## src/rtl/washer_pkg.sv

```systemverilog
// Shared definitions for the washing-machine controller, its plant model and benches.
package washer_pkg;

    typedef enum logic [2:0] {
        IDLE     = 3'd0,
        FILLING  = 3'd1,
        SHAKING  = 3'd2,
        SPINNING = 3'd3,
        FAULT    = 3'd4
    } phase_t;

    localparam int DEF_FILL_CYCLES  = 4;
    localparam int DEF_SHAKE_CYCLES = 6;
    localparam int DEF_DRY_CYCLES   = 3;
    localparam int DEF_CNT_W        = 4;

endpackage

```

## src/rtl/sat_counter.sv

```systemverilog
// Up/down counter that saturates at LIMIT on the way up and at zero on the way down.
module sat_counter #(
    parameter int W     = 4,
    parameter int LIMIT = 4
) (
    input  logic         clock,
    input  logic         reset,
    input  logic         inc,
    input  logic         dec,
    input  logic         clr,
    input  logic         hold,
    output logic [W-1:0] count
);

    localparam logic [W-1:0] LIM = W'(LIMIT);

    // NOTE: non-blocking assignments so every register samples pre-edge values.
    always_ff @(posedge clock or posedge reset) begin
        if (reset) begin
            count <= '0;
        end else if (!hold) begin
            if (clr)
                count <= '0;
            else if (inc && count < LIM)
                count <= count + 1'b1;
            else if (dec && count != '0)
                count <= count - 1'b1;
        end
    end

endmodule

```

## src/rtl/washer_plant.sv

```systemverilog
// Plant/sensor model for the washer controller: water level, agitation and dry timers,
// plus an absorbing fault state for illegal actuator sequences.
module washer_plant
    import washer_pkg::*;
#(
    parameter int FILL_CYCLES  = DEF_FILL_CYCLES,
    parameter int SHAKE_CYCLES = DEF_SHAKE_CYCLES,
    parameter int DRY_CYCLES   = DEF_DRY_CYCLES,
    parameter int CNT_W        = DEF_CNT_W
) (
    input  logic             clock,
    input  logic             reset,
    input  logic             valve,
    input  logic             shake_mode,
    input  logic             turn_mode,
    output logic             full,
    output logic             Time,
    output logic             dry,
    output logic [CNT_W-1:0] level,
    output logic [2:0]       phase,
    output logic             fault
);

    localparam logic [CNT_W-1:0] FILL_L  = CNT_W'(FILL_CYCLES);
    localparam logic [CNT_W-1:0] SHAKE_L = CNT_W'(SHAKE_CYCLES);
    localparam logic [CNT_W-1:0] DRY_L   = CNT_W'(DRY_CYCLES);

    phase_t           state, state_next;
    logic [CNT_W-1:0] shake_cnt, dry_cnt;
    logic             lvl_inc, lvl_dec, shk_inc, dry_inc, clr_all, freeze;
    logic             overlap;

    assign fault   = (state == FAULT);
    assign full    = (level == FILL_L) && !fault;
    assign Time    = (shake_cnt == SHAKE_L) && !fault;
    assign dry     = (level == '0) && (dry_cnt == DRY_L) && !fault;
    assign phase   = state;
    assign freeze  = fault;
    assign overlap = ($countones({valve, shake_mode, turn_mode}) > 1);

    always_ff @(posedge clock or posedge reset) begin
        if (reset) state <= IDLE;
        else       state <= state_next;
    end

    // NOTE: every output of this block gets a default first, so no latches are inferred.
    always_comb begin
        state_next = state;
        lvl_inc    = 1'b0;
        lvl_dec    = 1'b0;
        shk_inc    = 1'b0;
        dry_inc    = 1'b0;
        clr_all    = 1'b0;
        if (state == FAULT) begin
            state_next = FAULT;
        end else if (overlap) begin
            state_next = FAULT;
        end else if (valve) begin
            if (state == IDLE || state == FILLING) begin
                state_next = FILLING;
                lvl_inc    = 1'b1;
            end else begin
                state_next = FAULT;
            end
        end else if (shake_mode) begin
            if ((state == FILLING && full) || state == SHAKING) begin
                state_next = SHAKING;
                shk_inc    = 1'b1;
            end else begin
                state_next = FAULT;
            end
        end else if (turn_mode) begin
            if ((state == SHAKING && Time) || state == SPINNING) begin
                state_next = SPINNING;
                // Drain first; the dry timer only runs once the tub is empty.
                if (level != '0) lvl_dec = 1'b1;
                else             dry_inc = 1'b1;
            end else begin
                state_next = FAULT;
            end
        end else if (state == SPINNING && dry) begin
            state_next = IDLE;
            clr_all    = 1'b1;
        end
    end

    sat_counter #(.W(CNT_W), .LIMIT(FILL_CYCLES)) u_level (
        .clock (clock),
        .reset (reset),
        .inc   (lvl_inc),
        .dec   (lvl_dec),
        .clr   (clr_all),
        .hold  (freeze),
        .count (level)
    );

    sat_counter #(.W(CNT_W), .LIMIT(SHAKE_CYCLES)) u_shake (
        .clock (clock),
        .reset (reset),
        .inc   (shk_inc),
        .dec   (1'b0),
        .clr   (clr_all),
        .hold  (freeze),
        .count (shake_cnt)
    );

    sat_counter #(.W(CNT_W), .LIMIT(DRY_CYCLES)) u_dry (
        .clock (clock),
        .reset (reset),
        .inc   (dry_inc),
        .dec   (1'b0),
        .clr   (clr_all),
        .hold  (freeze),
        .count (dry_cnt)
    );

endmodule

```

## config.mk

```make
export PLATFORM = sky130hd
export DESIGN_NAME = washer_plant
export DESIGN_NICKNAME = d
export VERILOG_FILES = /design/src/rtl/washer_pkg.sv /design/src/rtl/sat_counter.sv /design/src/rtl/washer_plant.sv
export SDC_FILE = /design/constraint.sdc
export NUM_CORES = 1
export LEC_CHECK = 0
export BUFFER_PORTS_ARGS = -buffer_cell sky130_fd_sc_hd__buf_2
export CAP_MARGIN = 15
export CORE_AREA = 8 8 56 58
export CTS_BUF_LIST = sky130_fd_sc_hd__clkbuf_4
export DETAILED_ROUTE_END_ITERATION = 16
export DIE_AREA = 0 0 64 66
export GPL_TIMING_DRIVEN = 0
export PLACE_DENSITY = 0.73
export RECOVER_POWER = 100
export SYNTH_ARGS = -nofsm -noshare
export SYNTH_HDL_FRONTEND = slang
export SYNTH_SLANG_ARGS = --single-unit
```

## constraint.sdc

```tcl
create_clock -name clock -period 3.51 [get_ports clock]
set_input_delay 1.053 -clock clock [delete_from_list [all_inputs] [get_ports clock]]
set_output_delay 1.053 -clock clock [all_outputs]
set_load 0.1 [all_outputs]
```

======== Yosys cells after proc, flatten, opt, wreduce, memory -nomap -nowiden ========
Cells that the tools add are included.
word-level totals
  register bits after elaboration ......... 15
  output and inout bits ................... 11
operators by class
  $add $sub $neg .......................... 6
  $lt $le $gt $ge ......................... 4
  equality and inequality tests ........... 7
  mux-type cells .......................... 45
  bitwise logic cells ..................... 1
  reduce and logical (&&, ||, !) cells .... 25
operators by type and width
  cell                                                        number
  2-to-1 mux 1 bit                                            29
  2-to-1 mux 4 bit                                            7
  2-to-1 mux 3 bit                                            9
  adder 4 x 1 -> 4 bit, second input constant                 3
  logical AND 1 bit                                           11
  equality test 4 x 3 -> 1 bit, second input constant         2
  less-than comparator 4 x 3 -> 1 bit, second input constant  2
  equality test 3 x 2 -> 1 bit, second input constant         2
  AND reduction 2 bit                                         3
  nonzero test 6 bit                                          1
  equality test 4 x 2 -> 1 bit, second input constant         1
  logical NOT 4 bit                                           1
  less-than comparator 4 x 2 -> 1 bit, second input constant  1
  nonzero test 2 bit                                          2
  nonzero test 4 bit                                          1
  subtractor 4 x 1 -> 4 bit, second input constant            1
  adder 2 x 1 -> 3 bit                                        1
  equality test 3 x 1 -> 1 bit, second input constant         1
  equality test 3 bit, second input constant                  1
  > comparator 3 x 1 -> 1 bit, second input constant          1
  logical NOT 3 bit                                           1
  logical OR 1 bit                                            3
  nonzero test 3 bit                                          1
  adder 1 x 1 -> 2 bit                                        1
  2 further kinds                                             2

======== Longest topological paths before layout ========
Gate-level depths: netlist of run 1.
  word-level depth ........................ 15
  gate-level depth with buffers ........... 10
  gate-level depth less buffers ........... 10

======== By module ========
A second synthesis of run 1 with hierarchy kept.
second synthesis, totals
  cell total of the unflattened synthesis .. 154
  area, all modules ....................... 1376.3 µm²
by module, submodules not included
  module                 instances  cells each  area an instance (µm²)
  washer_plant           1          47          401.6
  sat_counter (u_dry)    1          37          340.3
  sat_counter (u_shake)  1          36          327.8
  sat_counter (u_level)  1          34          306.5

======== Worst setup path after synthesis of run 1 ========
Ideal clock, no wire load.
  path kind ............................... flip-flop to flip-flop
  start ................................... register state[2] (netlist: phase[2])
  end ..................................... register u_level.count[3]
  arrival time ............................ 4.337 ns
  slack ................................... -0.913 ns
  cell stages (with the launch flop) ...... 10
  clock period less this slack ............ 4.423 ns
  cell sequence ........................... dfrtp_1 > nor3b_2 > nor2_1 > nand2_1 > ha_1 > a21o_1 > a21oi_1 > or3b_1 > or4_1 > o211ai_1
between the ends
  longest elaborated chain between the ends .. 14
  elaborated cells between the ends (all ways) .. 35
  classes of those cells .................. eq/ne: 4; mux: 18; bitwise: 1; reduce/logical: 12
RTL lines
  element                               line                text
  start: declaration                    washer_plant.sv:28  phase_t state, state_next;
  start signal: assignment              washer_plant.sv:43  else state <= state_next;
  equality test 3 bit (*)               washer_plant.sv:33  assign fault = (state == FAULT);
  via fault                             washer_plant.sv:21  output logic fault
  logical NOT 1 bit                     -
  logical AND 1 bit                     washer_plant.sv:35  assign Time = (shake_cnt == SHAKE_L) && !fault;
  logical AND 1 bit                     washer_plant.sv:73  if ((state == SHAKING && Time) || state == SPINNING) begin
  logical OR 1 bit                      washer_plant.sv:73
  2-to-1 mux 1 bit                      washer_plant.sv:73
  2-to-1 mux 1 bit                      washer_plant.sv:72  end else if (turn_mode) begin
  2-to-1 mux 1 bit                      washer_plant.sv:65  end else if (shake_mode) begin
  2-to-1 mux 1 bit                      washer_plant.sv:58  end else if (valve) begin
  2-to-1 mux 1 bit                      washer_plant.sv:56  end else if (overlap) begin
  2-to-1 mux 1 bit                      washer_plant.sv:54  if (state == FAULT) begin
  logical AND 1 bit                     sat_counter.sv:26   else if (dec && count != '0)
  nonzero test 3 bit (no source line)   -
  AND reduction 2 bit (no source line)  -
  end signal: assignment                sat_counter.sv:25   count <= count + 1'b1;
  end signal: assignment                sat_counter.sv:27   count <= count - 1'b1;
  end: declaration                      sat_counter.sv:12   output logic [W-1:0] count
The timed path passes the listed nets; every way through them passes the cells marked *.
A chain may end at the register's enable or synchronous reset.

======== Worst setup path after layout of run 1 ========
  start ................................... input port valve
  end ..................................... register u_level.count[3]
between the ends
  longest elaborated chain between the ends .. 7
  elaborated cells between the ends (all ways) .. 17
  classes of those cells .................. add/sub: 1; order compare: 1; mux: 11; reduce/logical: 4
RTL lines
  element                                                                   line                                  text
  start: declaration                                                        washer_plant.sv:13                    input logic valve,
  adder 2 x 1 -> 3 bit (implied by the code)                                washer_plant.sv:39                    assign overlap = ($countones({valve, shake_mode, turn_mode}) > 1);
  > comparator 3 x 1 -> 1 bit                                               washer_plant.sv:39
  2-to-1 mux 1 bit                                                          washer_plant.sv:56
  2-to-1 mux 1 bit                                                          washer_plant.sv:54
  logical AND 1 bit (on tied branches)                                      sat_counter.sv:26, sat_counter.sv:24
  nonzero test 3 bit (no source line) or 2-to-1 mux 4 bit (tied branches)   -
  AND reduction 2 bit (no source line) or 2-to-1 mux 4 bit (tied branches)  -
Parallel ways exist; a longest one is shown, timed or not.

==> results of run 1 <==
==> critical path, stage by stage <==
cell	delay, ns
sky130_fd_sc_hd__buf_2	0.14
sky130_fd_sc_hd__ha_1	0.29
sky130_fd_sc_hd__a21o_1	0.21
sky130_fd_sc_hd__nor2_4	0.19
sky130_fd_sc_hd__nand2_1	0.15
sky130_fd_sc_hd__ha_1	0.31
sky130_fd_sc_hd__a21o_1	0.20
sky130_fd_sc_hd__a21oi_2	0.15
sky130_fd_sc_hd__or3b_1	0.37
sky130_fd_sc_hd__or4_1	0.40
sky130_fd_sc_hd__o211ai_1	0.09
==> power by group through the flow <==
stage	Combinational, mW	Sequential [mW]	Clock (mW)
after global routing	0.0608	0.183	0.121
after floorplan	0.0187	0.209	0
final	0.0560	0.183	0.105
after detailed placement	0.0557	0.185	0
after global placement	0.0541	0.185	0
after CTS	0.0561	0.182	0.112
==> registers in the layout, indices dropped and copies added, names as in the netlist <==
signal	cells
u_dry.count	4
u_level.count	4
phase	3
u_shake.count	4
==> per-layer routing <==
layer / GRT usage / up-vias / wire length [µm]
met4: 0.0780 / 0 / 21
met3: 0.0271 / 2 / 132
met1: 0.121 / 377 / 900
met2: 0.171 / 29 / 950
met5: 0 / - / 0
li1: - / 400 / -
==> what timing repair did <==
item / CTS / global route
gates resized for setup: 1 / 3
hold buffers: 0 / 0
setup endpoints to repair: 1 / 1
==> placed cells by master, fill, tap and decap left out, drive strengths merged <==
| cell type | n |
|---|---|
| clkbuf | 17 |
| dfrtp | 15 |
| nor2 | 10 |
| a21oi | 8 |
| inv | 7 |
| nand2 | 6 |
| ha | 6 |
| o21ai | 5 |
| buf | 4 |
| a21o | 4 |
| mux2i | 3 |
| and2b | 2 |
| and2 | 2 |
| nand4 | 2 |
| xnor2 | 2 |
| or2 | 2 |
| xor2 | 2 |
| or3 | 2 |
| o211ai | 2 |
| nor3b | 2 |
| nor3 | 2 |
| nor4 | 2 |
| or2b | 2 |
| or3b | 2 |
| or4b | 1 |
| nand3 | 1 |
| and3 | 1 |
| and3b | 1 |
| o2111ai | 1 |
| or4 | 1 |
| nand3b | 1 |
| o21a | 1 |
| nor2b | 1 |
| fa | 1 |
==> final timing paths <==
kind                           startpoint          endpoint  slack [ns]
min reg2reg                u_dry.count[2]    u_dry.count[2]        0.46
max in group asynchronous           reset          phase[2]        2.28
max reg2reg                      phase[1]  u_level.count[3]        0.60
max                                 valve  u_level.count[3]        0.17
min                        u_dry.count[2]    u_dry.count[2]        0.46
min in group asynchronous           reset    u_dry.count[3]        0.81
==> layout make-up <==
class,instances,area (µm²),area share
inverter,7,26.3,0.0232
tap,30,37.5,0.0331
timing repair buffer,15,65.1,0.0575
multi-input combinational,78,589,0.520
clock buffer,4,30.0,0.0265
sequential,15,377,0.333
buffer,2,7.51,0.00663
==> cell usage after synthesis (all sizes together) <==
master,n,share of area
or2,2,0.016
o2111ai,1,0.015
nor3,2,0.010
ha,6,0.078
or3b,2,0.018
and3,1,0.0065
clkbuf,2,0.0078
dfrtp,15,0.39
a21oi,8,0.041
and2b,2,0.015
and3b,1,0.0090
fa,1,0.021
nand4,2,0.013
or4,1,0.0078
inv,7,0.027
o21ai,5,0.030
or3,2,0.013
o211ai,2,0.015
nor2b,1,0.0065
nand2,6,0.023
nor2,10,0.039
nor4,2,0.019
or2b,2,0.017
a21o,4,0.032
xnor2,2,0.018
nand3b,1,0.0078
mux2i,3,0.031
xor2,2,0.018
o21a,1,0.0078
or4b,1,0.010
nor3b,2,0.021
and2,2,0.013
nand3,1,0.0052
==> through the flow <==
stage	util	worst slack, ns
after CTS	0.488	0.0865
final	0.488	0.167
after floorplan	-	-0.294
after detailed placement	0.474	-0.356
after global placement	0.474	-0.295
after global routing	0.488	0.0281
==> cell families after synthesis <==
family / Yosys count / share of synthesized area
fa+ha+maj: 7 / 0.0982
compound gates: 21 / 0.142
xor+xnor: 4 / 0.0362
mux: 3 / 0.0310
flops: 15 / 0.388
buf+inv: 9 / 0.0349
simple gates: 43 / 0.270
==> key figures, run 1 <==
Drt
  • Routed via count: 808
  • Count of TritonRoute iterations in the first routing pass: 4
  • Drt via density: 5.35
  • Routed Wire Length: 2.01 mm
  • DR iter-0 viols: 15
  • Remaining design rule violation count: 0
  • Count of nets left with antenna violations after detail routing: 0
  • Routed wire length per instance: between 10 and 15 µm

Clock network
  • Clock latency on the worst-skew pair: 0.28 ns
  • TritonCTS Buffers: 3
  • CTS sink count: 15
  • Number of buffers inserted by post-CTS setup repair: 0
  • Clock root cell: sky130_fd_sc_hd__clkbuf_4
  • Clock edge transition at the registers on the reported setup and hold paths: 0.08 ns
  • Bufs on Longest Clock Path: 2
  • CTS tree: done
  • Number of H-tree levels: 1

STA
  • Relative slew slack: 0.224
  • Final count of negative-setup-slack endpoints: 0
  • Post-Route Skew: 0.00210 ns
  • Tightest Pin Transition: 1.17 ns
  • Slew Viols, Final: 0
  • Final total negative setup slack: 0 ns
  • Tmin final: 3.34 ns
  • F_max: around 300 MHz
  • Final Hold Viols: 0
  • RSZ-0062 raised after global routing: no
  • Final clock period utilization by the worst path: 0.952
  • Final worst hold slack: 0.462 ns

Global routing
  • Largest net degree at the start of global routing: 16
  • Via count of the first global-routing pass: 823
  • Antenna violations before repair: 0
  • First-pass GRT wire length: 3.66 mm
  • GRT Residual Overflow: 0
  • Total Routing Usage GR: 0.107

Finish
  • Fraction of layout instances using a drive strength above 1: 0.198
  • Area overhead of the layout relative to synthesis: 16.9%
  • Final Instance Count excl. Fillers: 151
  • Fillers: 221
  • Summed area of non-filler cells in the final layout: ~1100 µm²
  • Layout net count: 134
  • Antenna cells: 0

Synthesis
  • Number of register bits inferred by synthesis: 15
  • Number of nets in the synthesized netlist: 114
  • Post-Synthesis Mean Instance Area: 9.49 µm²
  • Cell area after synthesis: 968 µm²
  • Cells after Synth: around 100
  • Part of the Yosys area used for sequential elements: 0.388
  • Distinct cell type count after synthesis: 40
  • Synth Warn #: 0

Setup path
  • Endpoint type of the worst setup path: flip-flop
  • Data arrival, critical path: 3.55 ns
  • Worst Path Max Fanout: 7
  • Class of the most critical setup path: in -> reg
  • Number of cells traversed by the worst register-to-register path: 9
  • Worst EP required: between 3 and 4 ns
  • Kind of start point of the critical path: input pin

Job
  • Count of maximum capacitance violations: 0

Power and ir drop
  • Ratio of total power to cell area: 303 nW/µm²
  • Overall power of the completed layout: 0.343 mW
  • Total leakage power: ~0.52 nW
  • Proportion of power drawn by combinational gates: 0.163
  • Int Power: 0.241 mW
  • Switching component of the power: 0.102 mW
  • Fraction of power consumed by the clock network: 0.305
  • Maximum vdd ir drop: about 0.2 mV
  • Net switching fraction of the power: 0.297
  • Register share of total power: 0.532

Hold path
  • Cells on Worst Hold Path: 1
  • Worst hold-check path type: reg -> reg

Placed design
  • Port buffer count: 15
  • Cell total after placement: 147
  • Placed inst area: about 1100 µm²
  • Hpwl dp: 1.59 mm
  • Gpl congestion: around 0.84

Die
  • Top-level I/O count: 16
  • DIE WIDTH: 64 µm
  • Number of rows created at floorplan: 18
  • Core area: around 2300 µm²
  • Total die area: approximately 4200 µm²
  • Die H: 66 µm
  • Effective utilization at floorplan: 0.417

Outcome
  • Result of the run: finished, final reports clean
(Power assumes the default switching activity.)
==> run 2: changes to the inputs <==
--- a/config.mk
+++ b/config.mk
@@ -5,14 +5,15 @@
 export SDC_FILE = /design/constraint.sdc
 export NUM_CORES = 1
 export LEC_CHECK = 0
+export ABC_AREA = 1
 export BUFFER_PORTS_ARGS = -buffer_cell sky130_fd_sc_hd__buf_2
 export CAP_MARGIN = 15
-export CORE_AREA = 8 8 56 58
+export CORE_AREA = 2 2 58 49
 export CTS_BUF_LIST = sky130_fd_sc_hd__clkbuf_4
 export DETAILED_ROUTE_END_ITERATION = 16
-export DIE_AREA = 0 0 64 66
+export DIE_AREA = 0 0 60 51
 export GPL_TIMING_DRIVEN = 0
-export PLACE_DENSITY = 0.73
+export PLACE_DENSITY = 0.72
 export RECOVER_POWER = 100
 export SYNTH_ARGS = -nofsm -noshare
 export SYNTH_HDL_FRONTEND = slang
==> key figures, run 2 <==
Placed design
  • Hpwl dp: 1.81 mm (+14%)
  • Port buffer count: 15 (unchanged)
  • Gpl congestion: 0.922 (+10%)

Synthesis
  • Cells after Synth: 146 (+43%)
  • Part of the Yosys area used for sequential elements: 0.352 (-0.0355)
  • Commonest cells in the netlist: sky130_fd_sc_hd__nand2_1 (38), sky130_fd_sc_hd__inv_1 (21), sky130_fd_sc_hd__nor2_1 (21)
  • Post-synth EDFFs: 0 (unchanged)
  • Most area-consuming cells after synthesis: sky130_fd_sc_hd__dfrtp_1 (35%), sky130_fd_sc_hd__nand2_1 (13%), sky130_fd_sc_hd__inv_1 (7.4%)
  • Simple logic cell fraction of the synthesized area: 0.398 (+0.128)
  • Post-Synthesis Mean Instance Area: 7.30 µm² (-23%)
  • Most common cell in the synthesized netlist: sky130_fd_sc_hd__nand2_1
  • Cell accounting for the most synthesized area: sky130_fd_sc_hd__dfrtp_1
  • Number of register bits inferred by synthesis: 15 (unchanged)
  • Synthesized-area fraction occupied by ao, oa, aoi and oai cells: 0.0575 (-0.0846)
  • Fraction of synthesized cell area in xor and xnor cells: 0.00822 (-0.0280)
  • Distinct cell type count after synthesis: 26 (-35%)
  • Number of nets in the synthesized netlist: 158 (+39%)
  • Portion of netlist area occupied by mux cells: 0 (-0.0310)
  • Synth Area in Adders: 0.0892 (-0.00899)
  • Synth Warn #: 0 (unchanged)
  • Combinational family with the most area after synthesis: simple AND/OR/NAND/NOR gates
  • Fraction of synthesis flops using an asynchronous set or reset pin: 1.00 (unchanged)
  • Area share of the leading cell type in the synthesized netlist: 0.352 (-0.0355)
  • Top FF cell, synth: sky130_fd_sc_hd__dfrtp_1
  • Cell area after synthesis: 1070 µm² (+10%)

Setup path
  • Endpoint type of the worst setup path: output port
  • Reg2reg start: phase[1]
  • WP depth: 5 (-6)
  • Slowest stage cell on the critical path: sky130_fd_sc_hd__clkbuf_1
  • Worst stage delay on the critical path: 0.86 ns (+0.46 ns)
  • Worst Path Max Fanout: 3 (-4)
  • Number of cells traversed by the worst register-to-register path: 11 (+2)
  • Data arrival, critical path: 2.06 ns (-1.49 ns)
  • Class of the most critical setup path: reg -> out
  • Chain of cells forming the critical path: inv_1, ha_1, nand3_1, nor2_4, clkbuf_1
  • Source of the critical timing path: u_shake.count[0]
  • Largest delay share family, worst path: buffers and inverters
  • Kind of start point of the critical path: flip-flop
  • Total buffers and inverters traversed by the critical path: 2 (+1)
  • Worst EP required: 2.46 ns (-1.26 ns)

Drt
  • DR iter-0 viols: 89 (+74)
  • Routed Wire Length: 2.22 mm (+11%)
  • Remaining design rule violation count: 0 (unchanged)
  • Routed via count: 991 (+23%)
  • Drt via density: 4.88 (-8.8%)
  • Count of nets left with antenna violations after detail routing: 0 (unchanged)
  • Routed wire length per instance: 10.9 µm (-18%)
  • Count of TritonRoute iterations in the first routing pass: 4 (unchanged)

Die
  • Total die area: 3060 µm² (-28%)
  • Die H: 51 µm (-23%)
  • Effective utilization at floorplan: 0.414 (-0.00328)
  • Number of rows created at floorplan: 17 (-1)
  • Top-level I/O count: 16 (unchanged)
  • DIE WIDTH: 60 µm (-6.3%)
  • Core area: 2570 µm² (+11%)

Clock network
  • TritonCTS Buffers: 3 (unchanged)
  • CTS tree: done
  • Clock latency on the worst-skew pair: 0.28 ns (about the same)
  • Post-CTS Hold Fix Bufs: 0 (unchanged)
  • Number of buffers inserted by post-CTS setup repair: 0 (unchanged)
  • Number of gates given a new drive strength after cts: 0 (-1)
  • Bufs on Longest Clock Path: 2 (unchanged)
  • CTS sink count: 15 (unchanged)
  • Number of H-tree levels: 1 (unchanged)
  • Clock root cell: sky130_fd_sc_hd__clkbuf_4
  • Clock edge transition at the registers on the reported setup and hold paths: 0.09 ns (about the same)

STA
  • Final count of negative-setup-slack endpoints: 0 (unchanged)
  • Final Hold Viols: 0 (unchanged)
  • Tmin final: 3.12 ns (-0.225 ns)
  • RSZ-0062 raised after global routing: no
  • Tightest Pin Transition: 1.18 ns (+0.00720 ns)
  • Post-Route Skew: 0.00882 ns (+0.00672 ns)
  • Relative slew slack: 0.219 (-0.00478)
  • F_max: 321 MHz (+7.2%)
  • Slew Viols, Final: 0 (unchanged)
  • Final clock period utilization by the worst path: 0.888 (-0.0640)

Power and ir drop
  • Ratio of total power to cell area: 251 nW/µm² (-17%)
  • Total leakage power: 0.609 nW (+17%)
  • Maximum vdd ir drop: 0.157 mV (-22%)
  • Overall power of the completed layout: 0.302 mW (-12%)

Finish
  • Commonest cells after routing, fill and taps aside: sky130_fd_sc_hd__nand2_1 (39), sky130_fd_sc_hd__inv_1 (21), sky130_fd_sc_hd__nor2_1 (21)
  • Top Registers: u_dry.count: 4 flops, u_level.count: 4 flops, u_shake.count: 4 flops
  • Fillers: 270 (+22%)
  • Antenna cells: 0 (unchanged)
  • Area overhead of the layout relative to synthesis: 12.8%
  • Fraction of layout instances using a drive strength above 1: 0.127 (-0.0711)
  • Most common cell after layout, fill and taps aside: sky130_fd_sc_hd__nand2_1
  • Layout net count: 178 (+33%)
  • Share of the core filled with cells: 0.467 (-0.0209)

Global routing
  • Largest net degree at the start of global routing: 16 (unchanged)
  • Via count of the first global-routing pass: 902 (+9.6%)
  • Total Routing Usage GR: 0.162 (+0.0555)
  • First-pass GRT wire length: 3.75 mm (+2.5%)
  • Antenna violations before repair: 0 (unchanged)
  • GRT Residual Overflow: 0 (unchanged)

Outcome
  • Result of the run: finished, final reports clean

Hold path
  • Min-delay src: u_dry.count[3]
  • Cells on Worst Hold Path: 1 (unchanged)
  • Worst hold-check path type: reg -> reg

Job
  • Count of maximum capacitance violations: 0 (unchanged)
## run 2: cell count changes after synthesis, sizes merged, moves of 3 or more
cell / before / now
a21oi: 8 / 3
mux2i: 3 / 0
nand3b: 1 / 4
nand3: 1 / 14
inv: 7 / 22
a21o: 4 / 0
nor2: 10 / 25
nand2: 6 / 40
## run 2: through the flow
| step | setup WS, ns | hold WS [ns] | setup TNS (ns) | instance area (µm²) | instances |
|---|---|---|---|---|---|
| 2_1_floorplan | -0.242 | 0.430 | -0.242 | 1080 | 146 |
| 3_3_place_gp | 0.484 | 0.442 | 0 | 1210 | 199 |
| 3_5_place_dp | 0.424 | 0.449 | 0 | 1210 | 199 |
| 4_1_cts | 0.722 | 0.469 | 0 | 1240 | 203 |
| 5_1_grt | 0.305 | 0.487 | 0 | 1200 | 203 |
| 6_report | 0.392 | 0.462 | 0 | 1200 | 203 |
## run 2: final cells by class
type	instances	area, µm²	area share
Multi-Input combinational cell	106	593	0.493
Sequential cell	15	375	0.312
Inverter	22	82.6	0.0687
Timing Repair Buffer	15	62.6	0.0520
Tap cell	38	47.5	0.0395
Clock buffer	4	30.0	0.0250
Buffer	3	11.3	0.00937
## run 2: logic make-up (layout without fill, tap and decap cells)
| kind of cell | count (synthesis) | count (layout) |
|---|---|---|
| and+or+nand+nor | 90 | 90 |
| buffers and inverters | 25 | 44 |
| DFF | 15 | 15 |
| AOI/OAI and AO/OA | 8 | 8 |
| adders and majority gates | 7 | 7 |
| xor gates and xnor gates | 1 | 1 |
## run 2: per-layer routing
| metal | GRT usage | wire length, µm | share of wire | vias up |
|---|---|---|---|---|
| li1 | - | - | - | 500 |
| met1 | 0.229 | 1060 | 0.48 | 457 |
| met2 | 0.248 | 1020 | 0.46 | 32 |
| met3 | 0.0532 | 132 | 0.059 | 2 |
| met4 | 0.0185 | 6 | 0.0027 | 0 |
| met5 | 0 | 0 | 0 | - |
## run 2: final timing paths
| kind | to | slack (ns) |
|---|---|---|
| max | Time | 0.39 |
| min | u_dry.count[3] | 0.46 |
| max reg2reg | u_level.count[3] | 1.41 |
| min reg2reg | u_dry.count[3] | 0.46 |
| max in group asynchronous | u_level.count[0] | 2.31 |
| min in group asynchronous | u_shake.count[1] | 0.81 |
## run 2: worst reg2reg max path, cell delays in order (launching register included)
cell and delay, ns:
sky130_fd_sc_hd__dfrtp_1 0.39, sky130_fd_sc_hd__inv_1 0.13, sky130_fd_sc_hd__nand2_1 0.09, sky130_fd_sc_hd__nor2_1 0.18, sky130_fd_sc_hd__nand3_1 0.24, sky130_fd_sc_hd__ha_1 0.42
sky130_fd_sc_hd__nand2_1 0.07, sky130_fd_sc_hd__nor2_1 0.10, sky130_fd_sc_hd__nor2_1 0.06, sky130_fd_sc_hd__nand3b_1 0.15, sky130_fd_sc_hd__nand4_1 0.11, sky130_fd_sc_hd__nand2_1 0.06
## run 2: power breakdown
group | internal, mW | switching, mW
clock network | 0.0518 | 0.0533
registers | 0.173 | 0.000376
logic | 0.00667 | 0.0164
total | 0.231 | 0.0701
==> run 3: changes to the inputs <==
--- a/config.mk
+++ b/config.mk
@@ -6,14 +6,14 @@
 export NUM_CORES = 1
 export LEC_CHECK = 0
 export ABC_AREA = 1
-export BUFFER_PORTS_ARGS = -buffer_cell sky130_fd_sc_hd__buf_2
 export CAP_MARGIN = 15
-export CORE_AREA = 2 2 58 49
+export CORE_AREA = 2 2 52 54
 export CTS_BUF_LIST = sky130_fd_sc_hd__clkbuf_4
 export DETAILED_ROUTE_END_ITERATION = 16
-export DIE_AREA = 0 0 60 51
+export DIE_AREA = 0 0 54 56
+export DONT_BUFFER_PORTS = 1
 export GPL_TIMING_DRIVEN = 0
-export PLACE_DENSITY = 0.72
+export PLACE_DENSITY = 0.67
 export RECOVER_POWER = 100
 export SYNTH_ARGS = -nofsm -noshare
 export SYNTH_HDL_FRONTEND = slang
==> constraint.sdc (replaced) <==
create_clock -name clock -period 3.5 [get_ports clock]
set_input_delay 1.05 -clock clock [delete_from_list [all_inputs] [get_ports clock]]
set_output_delay 1.05 -clock clock [all_outputs]
set_load 0.1 [all_outputs]
==> key figures, run 3 (same netlist as run 2, synthesis figures left out) <==
Global routing
  • Via count of the first global-routing pass: 918 (+1.8%)
  • First-pass GRT wire length: 3.91 mm (+4.1%)
  • Total Routing Usage GR: 0.175 (+0.0126)
  • Antenna violations before repair: 0 (unchanged)
  • Largest net degree at the start of global routing: 16 (unchanged)
  • GRT Residual Overflow: 0 (unchanged)

Die
  • Total die area: 3020 µm² (-1.2%)
  • Effective utilization at floorplan: 0.438 (+0.0241)
  • Die H: 56 µm (+9.8%)
  • Number of rows created at floorplan: 18 (+1)
  • Core area: 2430 µm² (-5.5%)
  • DIE WIDTH: 54 µm (-10%)
  • Top-level I/O count: 16 (unchanged)

Hold path
  • Worst hold-check path type: reg -> reg
  • Cells on Worst Hold Path: 1 (unchanged)
  • Min-delay src: u_dry.count[3]
  • Capture endpoint of the worst hold path: u_dry.count[3]

Clock network
  • Post-CTS Hold Fix Bufs: 0 (unchanged)
  • Clock root cell: sky130_fd_sc_hd__clkbuf_4
  • Bufs on Longest Clock Path: 2 (unchanged)
  • Clock edge transition at the registers on the reported setup and hold paths: 0.09 ns (about the same)
  • TritonCTS Buffers: 3 (unchanged)
  • Clock latency on the worst-skew pair: 0.29 ns (about the same)
  • CTS tree: done
  • CTS sink count: 15 (unchanged)
  • Number of H-tree levels: 1 (unchanged)

Setup path
  • Class of the most critical setup path: reg -> out
  • Chain of cells forming the critical path: inv_6, nand3_4, clkinvlp_4, nor3_4
  • Worst Path Max Fanout: 3 (unchanged)
  • Endpoint type of the worst setup path: output port
  • Data arrival, critical path: 2.57 ns (+0.51 ns)
  • Slowest stage cell on the critical path: sky130_fd_sc_hd__nor3_4
  • Kind of start point of the critical path: flip-flop
  • Worst reg-to-reg setup slack: 0.37 ns (-1.04 ns)
  • Worst stage delay on the critical path: 0.97 ns (+0.11 ns)
  • Number of cells traversed by the worst register-to-register path: 7 (-4)
  • Worst EP required: 2.45 ns (about the same)
  • Terminus of the critical flop-to-flop path: u_level.count[3]
  • Reg2reg start: u_level.count[2]

STA
  • Tmin final: 3.62 ns
  • F_max: about 280 MHz
  • Tightest Pin Transition: 1.15 ns (-0.0290 ns)
  • Slew Viols, Final: 0 (unchanged)
  • Final worst hold slack: 0.464 ns (+0.00255 ns)
  • RSZ-0062 raised after global routing: yes
  • Final clock period utilization by the worst path: 1.04
  • Final worst setup slack: -0.125 ns (-0.517 ns)
  • Final count of negative-setup-slack endpoints: 2 (+2)
  • Relative slew slack: 0.234 (+0.0151)
  • Final Hold Viols: 0 (unchanged)
  • Post-Route Skew: 0.00368 ns (-0.00514 ns)

Placed design
  • Hpwl dp: 1.69 mm (-7.1%)
  • Gpl congestion: 0.833 (-9.6%)
  • Port buffer count: 0 (-15)

Power and ir drop
  • Maximum vdd ir drop: 0.126 mV (-20%)
  • Total leakage power: 0.607 nW (-0.39%)
  • Ratio of total power to cell area: 253 nW/µm² (+1.1%)
  • Overall power of the completed layout: 0.306 mW (+1.5%)

Drt
  • Routed Wire Length: 2.25 mm (+1.3%)
  • Count of TritonRoute iterations in the first routing pass: 4 (unchanged)
  • Routed wire length per instance: 12.2 µm (+11%)
  • DR iter-0 viols: 27 (-70%)
  • Count of nets left with antenna violations after detail routing: 0 (unchanged)
  • Remaining design rule violation count: 0 (unchanged)
  • Routed via count: 937 (-5.4%)
  • Drt via density: 5.06 (+3.8%)

Finish
  • Top Registers: u_dry.count: 4 flops, u_level.count: 4 flops, u_shake.count: 4 flops
  • Fillers: 252 (-6.7%)
  • Commonest cells after routing, fill and taps aside: sky130_fd_sc_hd__nand2_1 (38), sky130_fd_sc_hd__nor2_1 (20), sky130_fd_sc_hd__inv_1 (18)
  • Area taken by multi-input logic gates: 611 µm² (+3.0%)
  • Fraction of layout instances using a drive strength above 1: 0.187 (+0.0598)
  • Most common cell after layout, fill and taps aside: sky130_fd_sc_hd__nand2_1
  • Layout net count: 168 (-5.6%)
  • Area taken by flip-flops and latches: 387 µm² (+3.0%)
  • Antenna cells: 0 (unchanged)
  • Area overhead of the layout relative to synthesis: 13.3%
  • Share of the core filled with cells: 0.496 (+0.0292)

Outcome
  • Result of the run: complete, but fails checks
  • Violations in the final reports: negative setup slack

Job
  • Count of maximum capacitance violations: 0 (unchanged)
run 3: cell count changes in the layout (fill, tap and decap cells not counted), moves of 3 or more:
cell,change
sky130_fd_sc_hd__dfrtp_1,-3
sky130_fd_sc_hd__clkbuf_1,-10
sky130_fd_sc_hd__buf_4,+5
sky130_fd_sc_hd__inv_1,-3
sky130_fd_sc_hd__buf_2,-5
sky130_fd_sc_hd__dfrtp_4,+3
run 3: worst max-delay path by stage:
stage                     slack (ns)    to  startpoint  cells past startpoint
after floorplan                -0.25  full    phase[0]                      4
after global placement         -0.41  full    phase[0]                      4
after detailed placement       -0.41  full    phase[0]                      4
after CTS                      -0.18  full    phase[2]                      3
after global routing           -0.18  full    phase[1]                      4
final                          -0.12  full    phase[1]                      4
run 3: area by class of cell:
cell class | count | area share
buffer | 3 | 0.00933
clock buffer | 4 | 0.0249
sequential | 15 | 0.320
inverter | 22 | 0.0777
multi-input combinational | 106 | 0.506
tap | 30 | 0.0311
timing repair buffer | 5 | 0.0311
run 3: critical path: cells and delay by family (launching register included):
kind / cells / cell delay, ns
buf+inv: 2 / 0.54
flops: 1 / 0.64
simple gates: 2 / 1.08
run 3: repair_timing:
item	in CTS	in global routing
setup buffers	2	3
pin swaps	2	2
resized for setup	13	1
endpoints found under the setup margin	3	1
run 3: power breakdown:
group	total (mW)	leakage, nW	internal [mW]	switching [mW]
combinational	0.0182	0.399	0.00547	0.0127
sequential	0.176	0.190	0.173	0.00280
clock	0.112	0.0184	0.0522	0.0595
total	0.306	0.607	0.231	0.0751
run 3: stage by stage:
stage	area (µm²)	setup TNS, ns	cells	setup WS [ns]
after floorplan	1080	-0.249	146	-0.249
after global placement	1120	-0.543	176	-0.412
after detailed placement	1120	-0.530	176	-0.405
final	1210	-0.159	185	-0.125
after global routing	1210	-0.296	185	-0.182
after CTS	1200	-0.177	182	-0.177
run 3: layer usage:
metal	wire (µm)	global-route usage	vias to the layer above
met3	130	0.0242	5
li1	-	-	474
met2	1080	0.287	26
met1	976	0.211	432
met4	63	0.0964	0
met5	0	0	-
